[src/rtl/decoder_grant_arbiter_pkg.sv]
// -----------------------------------------------------------------------------
// decoder_grant_arbiter_pkg
//
// Shared definitions for the round-robin grant arbiter and its one-hot decoder:
//   - N_REQ / IDX_W : number of requesters and width of a requester index
//   - HOLD_W        : width of the hold counter (covers HOLD_MAX up to 255)
//   - arb_state_e   : FSM state encoding (IDLE=0, GRANT=1, RELEASE=2)
//   - idx_inc()     : circular "next requester" helper (7 wraps to 0)
// -----------------------------------------------------------------------------
package decoder_grant_arbiter_pkg;

    localparam int N_REQ  = 8;
    localparam int IDX_W  = 3;
    localparam int HOLD_W = 8;

    typedef enum logic [1:0] {
        IDLE    = 2'd0,
        GRANT   = 2'd1,
        RELEASE = 2'd2
    } arb_state_e;

    // The index width is exactly log2(N_REQ), so plain 3-bit addition gives
    // the circular 7 -> 0 wrap without an explicit modulo.
    function automatic logic [IDX_W-1:0] idx_inc(input logic [IDX_W-1:0] idx);
        return idx + IDX_W'(1);
    endfunction

endpackage

[src/rtl/decoder_grant_arbiter_decoder.sv]
// -----------------------------------------------------------------------------
// decoder_1hot_3to8
//
// Pure combinational binary-to-one-hot decoder.
//
// Ports:
//   idx    in  [IDX_W-1:0]  binary index
//   onehot out [N_REQ-1:0]  bit idx set, all others clear
// -----------------------------------------------------------------------------
module decoder_1hot_3to8
    import decoder_grant_arbiter_pkg::*;
(
    input  logic [IDX_W-1:0] idx,
    output logic [N_REQ-1:0] onehot
);

    always_comb begin
        // NOTE: every signal driven from always_comb gets a default on entry;
        // otherwise any path that skips an assignment infers a latch.
        onehot      = '0;
        onehot[idx] = 1'b1;
    end

endmodule

[src/rtl/decoder_grant_arbiter.sv]
// -----------------------------------------------------------------------------
// decoder_grant_arbiter
//
// Eight-requester round-robin arbiter with a bounded hold time.
//
// A grant is issued one clock after a request is seen (when en=1), searching
// circularly from the requester after the last one served. The holder keeps
// the grant while its request stays high, for at most HOLD_MAX cycles. Every
// grant is followed by exactly one dead RELEASE cycle; when the grant was cut
// off by the hold limit while still requested, preempt pulses in that cycle.
// en only gates new selections -- it never aborts a grant in progress.
//
// Parameters:
//   HOLD_MAX   maximum consecutive grant cycles per requester (1..255)
//
// Ports:
//   clk        in   rising-edge clock
//   rst_n      in   synchronous active-low reset
//   req        in   [7:0] request vector, bit i = requester i
//   en         in   arbitration enable (gates new grants only)
//   gnt        out  [7:0] one-hot grant, zero when no grant is active
//   gnt_idx    out  [2:0] index of the current / most recent grantee
//   gnt_valid  out  high while a grant is active
//   preempt    out  one-cycle pulse when a grant ended on the hold limit
// -----------------------------------------------------------------------------
module decoder_grant_arbiter
    import decoder_grant_arbiter_pkg::*;
#(
    parameter int HOLD_MAX = 15
)(
    input  logic             clk,
    input  logic             rst_n,
    input  logic [N_REQ-1:0] req,
    input  logic             en,
    output logic [N_REQ-1:0] gnt,
    output logic [IDX_W-1:0] gnt_idx,
    output logic             gnt_valid,
    output logic             preempt
);

    arb_state_e        state;
    logic [IDX_W-1:0]  ptr;        // where the next circular search starts
    logic [HOLD_W-1:0] hold_cnt;   // cycles the current grantee has held

    logic              sel_hit;
    logic [IDX_W-1:0]  sel_idx;
    logic              hold_at_max;
    logic              owner_req;
    logic [N_REQ-1:0]  dec_onehot;

    // First set request bit at or after start, wrapping 7 -> 0. Returns
    // {found, index}; index is don't-care when found is 0.
    function automatic logic [IDX_W:0] find_next(
        input logic [N_REQ-1:0] r,
        input logic [IDX_W-1:0] start
    );
        logic             found;
        logic [IDX_W-1:0] pick;
        logic [IDX_W-1:0] cand;
        found = 1'b0;
        pick  = start;
        for (int i = 0; i < N_REQ; i++) begin
            cand = start + IDX_W'(i);
            if (!found && r[cand]) begin
                found = 1'b1;
                pick  = cand;
            end
        end
        return {found, pick};
    endfunction

    assign {sel_hit, sel_idx} = find_next(req, ptr);
    assign owner_req          = req[gnt_idx];
    assign hold_at_max        = (hold_cnt == HOLD_W'(HOLD_MAX));

    always_ff @(posedge clk) begin
        if (!rst_n) begin
            // Reset drops any live grant at this very edge; no RELEASE cycle.
            state     <= IDLE;
            ptr       <= '0;
            hold_cnt  <= '0;
            gnt_idx   <= '0;
            gnt_valid <= 1'b0;
            preempt   <= 1'b0;
        end else begin
            // NOTE: sequential state uses non-blocking assignments so every
            // register samples pre-edge values regardless of statement order.
            preempt <= 1'b0;
            case (state)
                IDLE, RELEASE: begin
                    // A RELEASE cycle may chain straight into the next grant,
                    // which keeps the gap between grants at exactly one cycle.
                    if (en && sel_hit) begin
                        state     <= GRANT;
                        gnt_idx   <= sel_idx;
                        hold_cnt  <= HOLD_W'(1);
                        gnt_valid <= 1'b1;
                    end else begin
                        state     <= IDLE;
                        gnt_valid <= 1'b0;
                    end
                end

                GRANT: begin
                    if (!owner_req || hold_at_max) begin
                        state     <= RELEASE;
                        gnt_valid <= 1'b0;
                        hold_cnt  <= '0;
                        ptr       <= idx_inc(gnt_idx);
                        // Only a limit-hit with the request still high counts
                        // as a preemption; a drop on the last cycle is normal.
                        preempt   <= owner_req;
                    end else begin
                        hold_cnt  <= hold_cnt + HOLD_W'(1);
                    end
                end

                default: begin
                    state     <= IDLE;
                    gnt_valid <= 1'b0;
                end
            endcase
        end
    end

    // Grant vector is a decode of the registered index, gated by the
    // registered valid, so it carries no combinational path from req.
    decoder_1hot_3to8 u_dec (
        .idx    (gnt_idx),
        .onehot (dec_onehot)
    );

    assign gnt = gnt_valid ? dec_onehot : '0;

endmodule

[config.mk]
export PLATFORM = sky130hd
export DESIGN_NAME = decoder_grant_arbiter
export DESIGN_NICKNAME = d
export VERILOG_FILES = /design/src/rtl/decoder_grant_arbiter_pkg.sv /design/src/rtl/decoder_grant_arbiter_decoder.sv /design/src/rtl/decoder_grant_arbiter.sv
export SDC_FILE = /design/constraint.sdc
export NUM_CORES = 1
export LEC_CHECK = 0
export BUFFER_PORTS_ARGS = -buffer_cell sky130_fd_sc_hd__buf_2
export CAP_MARGIN = 20
export CORE_MARGIN = 2
export CORE_UTILIZATION = 27
export DETAILED_ROUTE_END_ITERATION = 6
export PLACE_DENSITY = 0.41
export SLEW_MARGIN = 20
export SYNTH_ARGS = -nofsm -noshare
export SYNTH_HDL_FRONTEND = slang
export SYNTH_SLANG_ARGS = --single-unit
[constraint.sdc]
create_clock -name clk -period 4.9 [get_ports clk]
set_clock_uncertainty 0.2 [all_clocks]
set_input_delay 0.245 -clock clk [delete_from_list [all_inputs] [get_ports clk]]
set_output_delay 0.245 -clock clk [all_outputs]
set_load 0.02 [all_outputs]
==> results of run 1 <==
==> logic make-up after synthesis <==
logic type               after synthesis
multiplexers                          27
flip-flops                            17
AO/OA/AOI/OAI                         51
XOR/XNOR                               5
AND/OR/NAND/NOR                       80
buffers and inverters                 18
adder cells (fa/ha/maj)                4
==> how the worst max path moves through the flow <==
stage | cells after the start | startpoint | end | slack, ns
5_1_grt | 9 | ptr[1] | hold_cnt[3] | 0.94
3_5_place_dp | 9 | ptr[1] | hold_cnt[3] | 1.21
4_1_cts | 9 | ptr[1] | hold_cnt[3] | 1.18
3_3_place_gp | 9 | ptr[1] | hold_cnt[3] | 1.21
6_report | 9 | ptr[1] | hold_cnt[3] | 1.18
2_1_floorplan | 11 | ptr[1] | hold_cnt[0] | 1.26
==> cell type report <==
type | instances | area (sq um) | share of cell area
multi-input combinational | 167 | 1310 | 0.671
timing repair buffer | 25 | 130 | 0.0667
tap | 77 | 96.3 | 0.0494
clock buffer | 4 | 45.0 | 0.0231
sequential | 17 | 340 | 0.174
inverter | 8 | 30.0 | 0.0154
==> layout by cell type, fill, tap and decap left out, drive strengths merged, types with 3 or more instances in the layout <==
master	netlist	final
xnor2	4	4
mux2	6	6
o21ai	12	12
dfxtp	17	17
nand2b	5	5
a31oi	5	5
o221ai	3	3
nor3	6	6
nor2b	5	5
a21oi	11	11
mux2i	6	6
inv	7	7
ha	4	4
nand3	5	5
nor2	24	24
a211oi	3	3
and2	3	3
buf	4	25
clkbuf	6	4
mux4	15	15
nand2	26	26
==> registers in the layout (all words and copies together), names as in the netlist <==
signal	count
preempt	1
hold_cnt	8
gnt_idx	3
ptr	3
state	2
==> stage by stage <==
step                      cell area [sq um]  hold WS (ns)  setup slack, ns  power, mW  utilization
after floorplan                        1730         0.232             1.26      0.358            -
after global placement                 1910         0.266             1.21      0.421        0.304
after detailed placement               1910         0.257             1.21      0.414        0.304
after CTS                              1950         0.134             1.18      0.525        0.311
after global routing                   1950         0.147            0.939      0.559        0.311
final                                  1950         0.133             1.18      0.519        0.311
==> routing by layer <==
layer	vias to the layer above	global-route usage	share of wire
li1	798	-	-
met5	-	0	0
met1	796	0.193	0.51
met4	0	0.0176	0
met2	9	0.217	0.48
met3	0	0.0208	0.012
==> worst register-to-register path: stages, from the launching register on <==
cell and delay [ns]:
dfxtp_1 0.33, inv_1 0.10, ha_1 0.66, mux4_1 0.67, mux4_2 0.50, nor4b_4 0.42
nand2_2 0.13, o21ai_4 0.29, nand2_2 0.16, a31oi_1 0.19
==> synthesized netlist by cell type (3+ instances only) <==
| cell | count |
|---|---|
| a21oi_1 | 11 |
| a31oi_1 | 5 |
| inv_1 | 7 |
| nand2_1 | 24 |
| clkbuf_1 | 6 |
| nor3_1 | 6 |
| o221ai_1 | 3 |
| ha_1 | 4 |
| dfxtp_1 | 17 |
| a211oi_1 | 3 |
| nand2b_1 | 5 |
| o21ai_0 | 10 |
| xnor2_1 | 4 |
| nor2_1 | 24 |
| mux2_2 | 6 |
| nand3_1 | 5 |
| nor2b_1 | 5 |
| mux4_2 | 13 |
| and2_1 | 3 |
| mux2i_1 | 5 |
==> power by group through the flow <==
stage	clock (mW)	sequential, mW	combinational [mW]
2_1_floorplan	0	0.163	0.195
3_3_place_gp	0	0.169	0.252
3_5_place_dp	0	0.168	0.246
4_1_cts	0.113	0.165	0.247
5_1_grt	0.120	0.167	0.271
6_report	0.107	0.164	0.248
==> summary.txt, run 1 <==
Power
  • Clock Power Share: 0.206
  • Power Density: 266 nW/um^2
  • Worst VDD drop: approximately 0.00013 V
  • Switching power: 0.206 mW
  • Combinational share of power: 0.477
  • Int Pwr: 0.313 mW
  • Sw Share: 0.397
  • Part of the power in registers: 0.317
  • Leak: slightly above 0.7 nW

Yosys
  • Xor/xnor share of the synthesized area: 0.0254
  • Synth top area share: 0.197
  • Post-synth EDFFs: 0
  • Post-synthesis mux area share: 0.276
  • Simple-gate share of the synthesized area: 0.224
  • Total of warnings raised by yosys: 0
  • Synthesized area per cell: between 8 and 9 sq um
  • Yosys top cell by area: dfxtp_1
  • Synthesized flop and latch total: 17
  • Register area share after synthesis: 0.197
  • Synth Cell Area: roughly 1700 sq um
  • Post-synth top flop: dfxtp_1
  • Synth cell types: 48
  • Adder-Cell Fraction of Synth Area: 0.0290
  • Largest family of logic cells by synthesized area: multiplexers
  • Post-Synthesis Cells: 202
  • Top post-synthesis cells by area: dfxtp_1 20%, mux4_2 17%, nand2_1 5.2%
  • Ys async rst share: 0
  • Post-synthesis net count: 217
  • Synth Area in Compound Gates: 0.204

Worst setup path
  • Critical path required time: 4.88 ns
  • Critical path class: reg -> reg
  • Buf/Inv on CP: 1
  • Critical Path Max Stage Delay: 0.66 ns
  • Crit. End Element: flip-flop
  • R2R depth: 9
  • RR Endpoint: hold_cnt[3]
  • Critical Path Most Common Cell: nand2_2
  • R2r startpoint: ptr[1]
  • CP Max Fanout: 13
  • Crit-path slowest cell: ha_1
  • Worst EP arrival: 3.70 ns
  • Critical path, cell by cell: inv_1 -> ha_1 -> mux4_1 -> mux4_2 -> nor4b_4 -> nand2_2 -> o21ai_4 -> nand2_2 -> a31oi_1
  • Reg-to-reg slack, setup: 1.18 ns
  • Startpoint types: flip-flop
  • Delay-heaviest family, CP: multiplexers

Timing
  • Final Hold Viols: 0
  • RSZ-0062 raised after global routing: no
  • Final Max Slew Viols: 0
  • Rel. slew slack: 0.613
  • Setup Viol. Count Final: 0
  • Crit share post-route: 0.759
  • Post-layout minimum cycle time: 3.72 ns
  • Fmax achieved: 269 MHz
  • Total negative slack: 0 ns
  • Worst-Margin Slew: about 0.58 ns

Floorplanning
  • Row cnt: 29
  • Placeable core region: 6280 sq um
  • Initial core utilization: 0.275
  • Die area: roughly 7100 sq um
  • I/O pins: 24
  • Die Wd: 84.0 um
  • Die height: approximately 84 um

Placed design
  • Port Buf Inserts: 23
  • Cell Count Post-Placement: 294
  • Final HPWL DP: about 3.5 mm
  • Gp weighted congestion: 0.740

Finish
  • Post-layout nets: 237
  • P&R area growth vs syn: 13.0%
  • Fin cells: around 300
  • Fraction of layout cells with a size suffix above 1: 0.244
  • Diodes inserted: 0
  • # fillers: a little under 700

Detailed routing
  • Vias: 1603
  • Remaining DRCs: 0
  • Detailed Routing Iterations Pass 1: 4
  • Routed Antenna Nets: 0
  • Vias per cell: 5.38
  • DR WL/cell: 15.4 um
  • Initial DRC Count: 78
  • WL final: roughly 4.6 mm

Hold path
  • Min-Delay Path Class: in -> reg
  • Hold Path End: hold_cnt[0]
  • WHS Path Cells: 2
  • Min-delay src: rst_n

Clock network
  • Hold bufs inserted after CTS: 0
  • Clk pin slew, worst setup/hold paths: 0.07 ns
  • Clock Latency Late Sink: 0.25 ns
  • TritonCTS clock tree: done
  • Maximum buffer depth of the clock tree: 2
  • H-tree level count: 1
  • Num Clock Sinks: 17
  • Post-CTS Resized: 0
  • Clock Tree Root: clkbuf_8
  • Post-CTS Setup Inserts: 0
  • CTS buffer count: 3

GRT
  • Grt total ovfl: 0
  • Largest net degree at the start of global routing: 16
  • Global Route Usage Sum: 0.134
  • Vias in the first global route: around 1500
  • Antenna violations before repair: 0
  • Global-route wire length before repair: just under 8 mm

Run status
  • Status: complete, no violations

Job
  • Max_cap viols: 0
No activity file was read; power rests on OpenSTA's default activity.
==> run 2, diff against run 1 <==
==> constraint.sdc (replaced) <==
create_clock -name clk -period 3.6 [get_ports clk]
set_clock_uncertainty 0.2 [all_clocks]
set_input_delay 0.18 -clock clk [delete_from_list [all_inputs] [get_ports clk]]
set_output_delay 0.18 -clock clk [all_outputs]
set_load 0.02 [all_outputs]
==> summary.txt, run 2 (synthesis gave the netlist of run 1 again) <==
Run status
  • Status: complete, no violations (unchanged)

Clock network
  • Clock Latency Late Sink: 0.25 ns (about the same)
  • Hold bufs inserted after CTS: 0 (unchanged)
  • CTS buffer count: 3 (unchanged)
  • Post-CTS Resized: 0 (unchanged)
  • Clk pin slew, worst setup/hold paths: 0.07 ns (about the same)
  • Num Clock Sinks: 17 (unchanged)
  • H-tree level count: 1 (unchanged)
  • Maximum buffer depth of the clock tree: 2 (unchanged)
  • Clock Tree Root: clkbuf_8 (unchanged)
  • Post-CTS Setup Inserts: 0 (unchanged)
  • TritonCTS clock tree: done (unchanged)

Timing
  • Setup Viol. Count Final: 0 (unchanged)
  • Final Hold Viols: 0 (unchanged)
  • Final WS setup: 0.299 ns (was 1.18 ns)
  • Rel. slew slack: 0.601 (was 0.613)
  • Crit share post-route: 0.917 (was 0.759)
  • Worst-Margin Slew: 0.597 ns (was 0.580 ns)
  • RSZ-0062 raised after global routing: no (unchanged)
  • Final Max Slew Viols: 0 (unchanged)
  • Total negative slack: 0 ns (unchanged)
  • Post-layout minimum cycle time: 3.30 ns (was 3.72 ns)
  • Fmax achieved: 303 MHz (was 269 MHz)

Finish
  • P&R area growth vs syn: 15.7% (was 13.0%)
  • Post-layout nets: 243 (was 237)
  • Fraction of layout cells with a size suffix above 1: 0.264 (was 0.244)
  • Most frequent cells in the layout: 24 x nand2_1, 24 x nor2_1, 23 x buf_2, 17 x dfxtp_1, 13 x mux4_2 (unchanged)
  • Fin cells: 304 (was 298)
  • Largest regs: hold_cnt (8), gnt_idx (3), ptr (3) (unchanged)
  • Most flops, register: hold_cnt (unchanged)
  • Diodes inserted: 0 (unchanged)
  • Max reg flops: 8 (unchanged)

Worst setup path
  • Startpoint types: flip-flop (unchanged)
  • RR Endpoint: hold_cnt[5] (was hold_cnt[3])
  • Crit. End Element: flip-flop (unchanged)
  • CP Capture Point: hold_cnt[5] (was hold_cnt[3])
  • R2r startpoint: ptr[0] (was ptr[1])
  • Reg-to-reg slack, setup: 0.30 ns (was 1.18 ns)
  • Critical path required time: 3.58 ns (was 4.88 ns)
  • R2R depth: 9 (unchanged)
  • Crit path from: ptr[0] (was ptr[1])
  • CP Max Fanout: 9 (was 13)
  • Critical path class: reg -> reg (unchanged)
  • Worst EP arrival: 3.28 ns (was 3.70 ns)

Placed design
  • Cell Count Post-Placement: 300 (was 294)
  • Gp weighted congestion: 0.808 (was 0.740)
  • Post-place setup slack: 0.293 ns (was 1.21 ns)
  • Final HPWL DP: 3.45 mm (was 3.48 mm)
  • Port Buf Inserts: 23 (unchanged)

GRT
  • Grt total ovfl: 0 (unchanged)
  • Global Route Usage Sum: 0.137 (was 0.134)
  • Vias in the first global route: 1612 (was 1518)
  • Antenna violations before repair: 0 (unchanged)
  • Global-route wire length before repair: 8.06 mm (was 7.71 mm)
  • Largest net degree at the start of global routing: 16 (unchanged)

Floorplanning
  • Die Wd: 84.0 um (unchanged)
  • Initial core utilization: 0.275 (unchanged)
  • Row cnt: 29 (unchanged)
  • Die area: 7050 sq um (unchanged)
  • Die height: 84.0 um (unchanged)
  • I/O pins: 24 (unchanged)
  • Placeable core region: 6280 sq um (unchanged)

Detailed routing
  • Routed Antenna Nets: 0 (unchanged)
  • Vias: 1616 (was 1603)
  • Initial DRC Count: 64 (was 78)
  • WL final: 4.45 mm (was 4.58 mm)
  • Detailed Routing Iterations Pass 1: 4 (unchanged)
  • Remaining DRCs: 0 (unchanged)
  • Vias per cell: 5.32 (was 5.38)
  • DR WL/cell: 14.6 um (was 15.4 um)

Job
  • Max_cap viols: 0 (unchanged)

Power
  • Worst VDD drop: 0.000184 V (was 0.000130 V)
  • Power Density: 356 nW/um^2 (was 266 nW/um^2)
  • Leak: 0.749 nW (was 0.719 nW)

Hold path
  • Min-Delay Path Class: in -> reg (unchanged)
[run 2: cell types whose count changed in the layout (fill, tap and decap cells not counted), sizes merged]
cell  before  now
buf       25   31
[run 2: per-stage QoR]
stage          hold slack, ns   util  power, mW  area, sq um
6_report               0.0617  0.318      0.711         2000
3_3_place_gp            0.252  0.311      0.583         1950
5_1_grt                0.0792  0.318      0.770         2000
2_1_floorplan           0.232      -      0.487         1730
3_5_place_dp            0.261  0.311      0.575         1950
4_1_cts                0.0664  0.318      0.719         2000
[run 2: final cells by class]
class | count | area (sq um)
fillers | 670 | 4280
multi-input cells | 167 | 1310
flip-flops and latches | 17 | 340
repair buffers | 31 | 175
well taps | 77 | 96.3
clock buffers | 4 | 45.0
inverters | 8 | 30.0
[run 2: metal layers]
layer | part of all wire | global-route usage | vias to the layer above
met5 | 0 | 0 | -
met4 | 0.016 | 0.0352 | 0
met3 | 0.028 | 0.0119 | 6
met2 | 0.47 | 0.225 | 30
met1 | 0.48 | 0.193 | 771
li1 | - | - | 809
[run 2: critical path, cell delays in order (launching register included)]
cell,delay (ns)
dfxtp_1,0.33
inv_1,0.10
ha_1,0.45
mux4_1,0.60
mux4_2,0.50
nor4b_4,0.33
nand2_2,0.12
o21ai_4,0.28
nand2_2,0.16
a31oi_1,0.18
[run 2: worst min-delay path by stage]
stage / from / end / depth (start not counted) / slack, ns
after floorplan: hold_cnt[7] / hold_cnt[7] / 1 / 0.23
after global placement: hold_cnt[7] / hold_cnt[7] / 1 / 0.25
after detailed placement: hold_cnt[7] / hold_cnt[7] / 1 / 0.26
after CTS: rst_n / hold_cnt[0] / 2 / 0.07
after global routing: rst_n / hold_cnt[0] / 2 / 0.08
final: rst_n / hold_cnt[0] / 2 / 0.06
[run 2: where the power goes]
| group | switching, mW | internal (mW) | total (mW) |
|---|---|---|---|
| clock network | 0.0641 | 0.0784 | 0.143 |
| logic | 0.192 | 0.157 | 0.349 |
| registers | 0.0196 | 0.200 | 0.219 |
| total | 0.276 | 0.435 | 0.711 |
==> run 3, diff against run 2 <==
--- a/config.mk
+++ b/config.mk
@@ -7,7 +7,6 @@
 export LEC_CHECK = 0
 export BUFFER_PORTS_ARGS = -buffer_cell sky130_fd_sc_hd__buf_2
 export CAP_MARGIN = 20
-export CORE_MARGIN = 2
 export CORE_UTILIZATION = 27
 export DETAILED_ROUTE_END_ITERATION = 6
 export PLACE_DENSITY = 0.41
==> summary.txt, run 3 (synthesis gave the netlist of run 1 again) <==
Run status
  • Status: complete, no violations (unchanged)

GRT
  • Antenna violations before repair: 0 (unchanged)
  • Vias in the first global route: 1464 (was 1612)
  • Global-route wire length before repair: 7.75 mm (was 8.06 mm)
  • Global Route Usage Sum: 0.154 (was 0.137)
  • Largest net degree at the start of global routing: 16 (unchanged)
  • Grt total ovfl: 0 (unchanged)

Detailed routing
  • Routed Antenna Nets: 0 (unchanged)
  • DR WL/cell: 15.7 um (was 14.6 um)
  • Vias: 1594 (was 1616)
  • Detailed Routing Iterations Pass 1: 4 (unchanged)
  • Remaining DRCs: 0 (unchanged)
  • Initial DRC Count: 76 (was 64)
  • Vias per cell: 5.31 (was 5.32)
  • WL final: 4.71 mm (was 4.45 mm)

Timing
  • Final Hold Viols: 0 (unchanged)
  • Total negative slack: 0 ns (unchanged)
  • Final WS setup: 0.304 ns (was 0.299 ns)
  • Worst-Margin Slew: 0.637 ns (was 0.597 ns)
  • Post-layout minimum cycle time: 3.30 ns (about the same)
  • Rel. slew slack: 0.575 (was 0.601)
  • Fmax achieved: 303 MHz (about the same)
  • RSZ-0062 raised after global routing: no (unchanged)
  • Crit share post-route: 0.915 (was 0.917)
  • Final Max Slew Viols: 0 (unchanged)
  • Setup Viol. Count Final: 0 (unchanged)

Finish
  • Most frequent cells in the layout: 24 x nand2_1, 24 x nor2_1, 23 x buf_2, 17 x dfxtp_1, 13 x mux4_2 (unchanged)
  • Fraction of layout cells with a size suffix above 1: 0.262 (was 0.264)
  • Most flops, register: hold_cnt (unchanged)
  • P&R area growth vs syn: 14.8% (was 15.7%)
  • Diodes inserted: 0 (unchanged)
  • Finished layout cell area: 1980 sq um (was 2000 sq um)
  • Largest regs: hold_cnt (8), gnt_idx (3), ptr (3) (unchanged)
  • Post-layout nets: 241 (was 243)
  • Max reg flops: 8 (unchanged)

Worst setup path
  • RR Endpoint: hold_cnt[6] (was hold_cnt[5])
  • Critical path class: reg -> reg (unchanged)
  • Reg-to-reg slack, setup: 0.30 ns (about the same)
  • Critical path required time: 3.59 ns (was 3.58 ns)
  • CP Capture Point: hold_cnt[6] (was hold_cnt[5])
  • Startpoint types: flip-flop (unchanged)
  • R2r startpoint: ptr[0] (unchanged)
  • Crit. End Element: flip-flop (unchanged)
  • Worst EP arrival: 3.29 ns (was 3.28 ns)
  • Crit path from: ptr[0] (unchanged)
  • R2R depth: 9 (unchanged)
  • CP Max Fanout: 10 (was 9)

Clock network
  • H-tree level count: 1 (unchanged)
  • Post-CTS Setup Inserts: 0 (unchanged)
  • Clk pin slew, worst setup/hold paths: 0.07 ns (about the same)
  • Clock Tree Root: clkbuf_8 (unchanged)
  • Num Clock Sinks: 17 (unchanged)
  • TritonCTS clock tree: done (unchanged)
  • Hold bufs inserted after CTS: 0 (unchanged)
  • Clock Latency Late Sink: 0.26 ns (was 0.25 ns)
  • Post-CTS Resized: 0 (unchanged)
  • CTS buffer count: 3 (unchanged)
  • Maximum buffer depth of the clock tree: 2 (unchanged)

Power
  • Clock Power Share: 0.207 (was 0.200)
  • Switching power: 0.283 mW (was 0.276 mW)
  • Leak: 0.738 nW (was 0.749 nW)
  • Power Density: 361 nW/um^2 (was 356 nW/um^2)
  • Int Pwr: 0.433 mW (was 0.435 mW)
  • Sw Share: 0.395 (was 0.388)
  • Combinational share of power: 0.478 (was 0.491)
  • Worst VDD drop: 0.000153 V (was 0.000184 V)
  • Part of the power in registers: 0.314 (was 0.308)

Floorplanning
  • Die height: 82.0 um (was 84.0 um)
  • Die area: 6720 sq um (was 7050 sq um)
  • I/O pins: 24 (unchanged)
  • Placeable core region: 6060 sq um (was 6280 sq um)
  • Initial core utilization: 0.285 (was 0.275)
  • Row cnt: 28 (was 29)
  • Die Wd: 82.0 um (was 84.0 um)

Placed design
  • Gp weighted congestion: 0.789 (was 0.808)
  • Final HPWL DP: 3.63 mm (was 3.45 mm)
  • Post-Place Cell Area: 1930 sq um (was 1950 sq um)
  • Post-place setup slack: 0.192 ns (was 0.293 ns)
  • Port Buf Inserts: 23 (unchanged)

Hold path
  • Min-Delay Path Class: in -> reg (unchanged)

Job
  • Max_cap viols: 0 (unchanged)
[run 3: cell count changes in the layout (fill, tap and decap cells not counted)]
cell	change
ha_1	-1
ha_2	+1
buf_4	-2
[run 3: critical path, cell delays in order (launching register included)]
cell and delay (ns):
dfxtp_1 0.32, inv_1 0.09, ha_2 0.47, mux4_1 0.60, mux4_2 0.50, nor4b_4 0.32, nand2_2 0.11, o21ai_4 0.29
nand2_2 0.15, a31oi_1 0.17
[run 3: worst min path at each step]
stage                start           to  slack (ns)  cells past startpoint
2_1_floorplan  hold_cnt[7]  hold_cnt[7]        0.23                      1
5_1_grt              rst_n  hold_cnt[0]        0.06                      2
4_1_cts              rst_n  hold_cnt[0]        0.05                      2
3_5_place_dp   hold_cnt[7]  hold_cnt[7]        0.27                      1
6_report             rst_n  hold_cnt[0]        0.05                      2
3_3_place_gp   hold_cnt[7]  hold_cnt[7]        0.26                      1
[run 3: power groups by stage]
stage | Clock [mW] | Sequential [mW] | Combinational (mW)
final | 0.148 | 0.225 | 0.342
after global routing | 0.162 | 0.228 | 0.380
after CTS | 0.155 | 0.225 | 0.344
after detailed placement | 0 | 0.230 | 0.343
after global placement | 0 | 0.229 | 0.351
after floorplan | 0 | 0.221 | 0.266
[run 3: area by class of cell]
cell class                      count  area, sq um
Sequential cell                    17          340
Timing Repair Buffer               29          160
Tap cell                           75         93.8
Multi-Input combinational cell    167         1310
Fill cell                         660         4080
Clock buffer                        4         45.0
Inverter                            8         30.0
[run 3: through the flow]
step	hold WS, ns	std cells	utilization	power, mW
floorplan	0.232	202	-	0.487
global placement	0.262	296	0.319	0.580
detailed placement	0.269	296	0.319	0.573
CTS	0.0520	300	0.327	0.725
global route	0.0611	300	0.327	0.771
finish	0.0511	300	0.327	0.715
[run 3: metal layers]
| layer | part of all wire | GRT usage |
|---|---|---|
| met4 | 0.0028 | 0.0193 |
| met3 | 0.026 | 0.0278 |
| met2 | 0.46 | 0.241 |
| met5 | 0 | 0 |
| met1 | 0.51 | 0.222 |
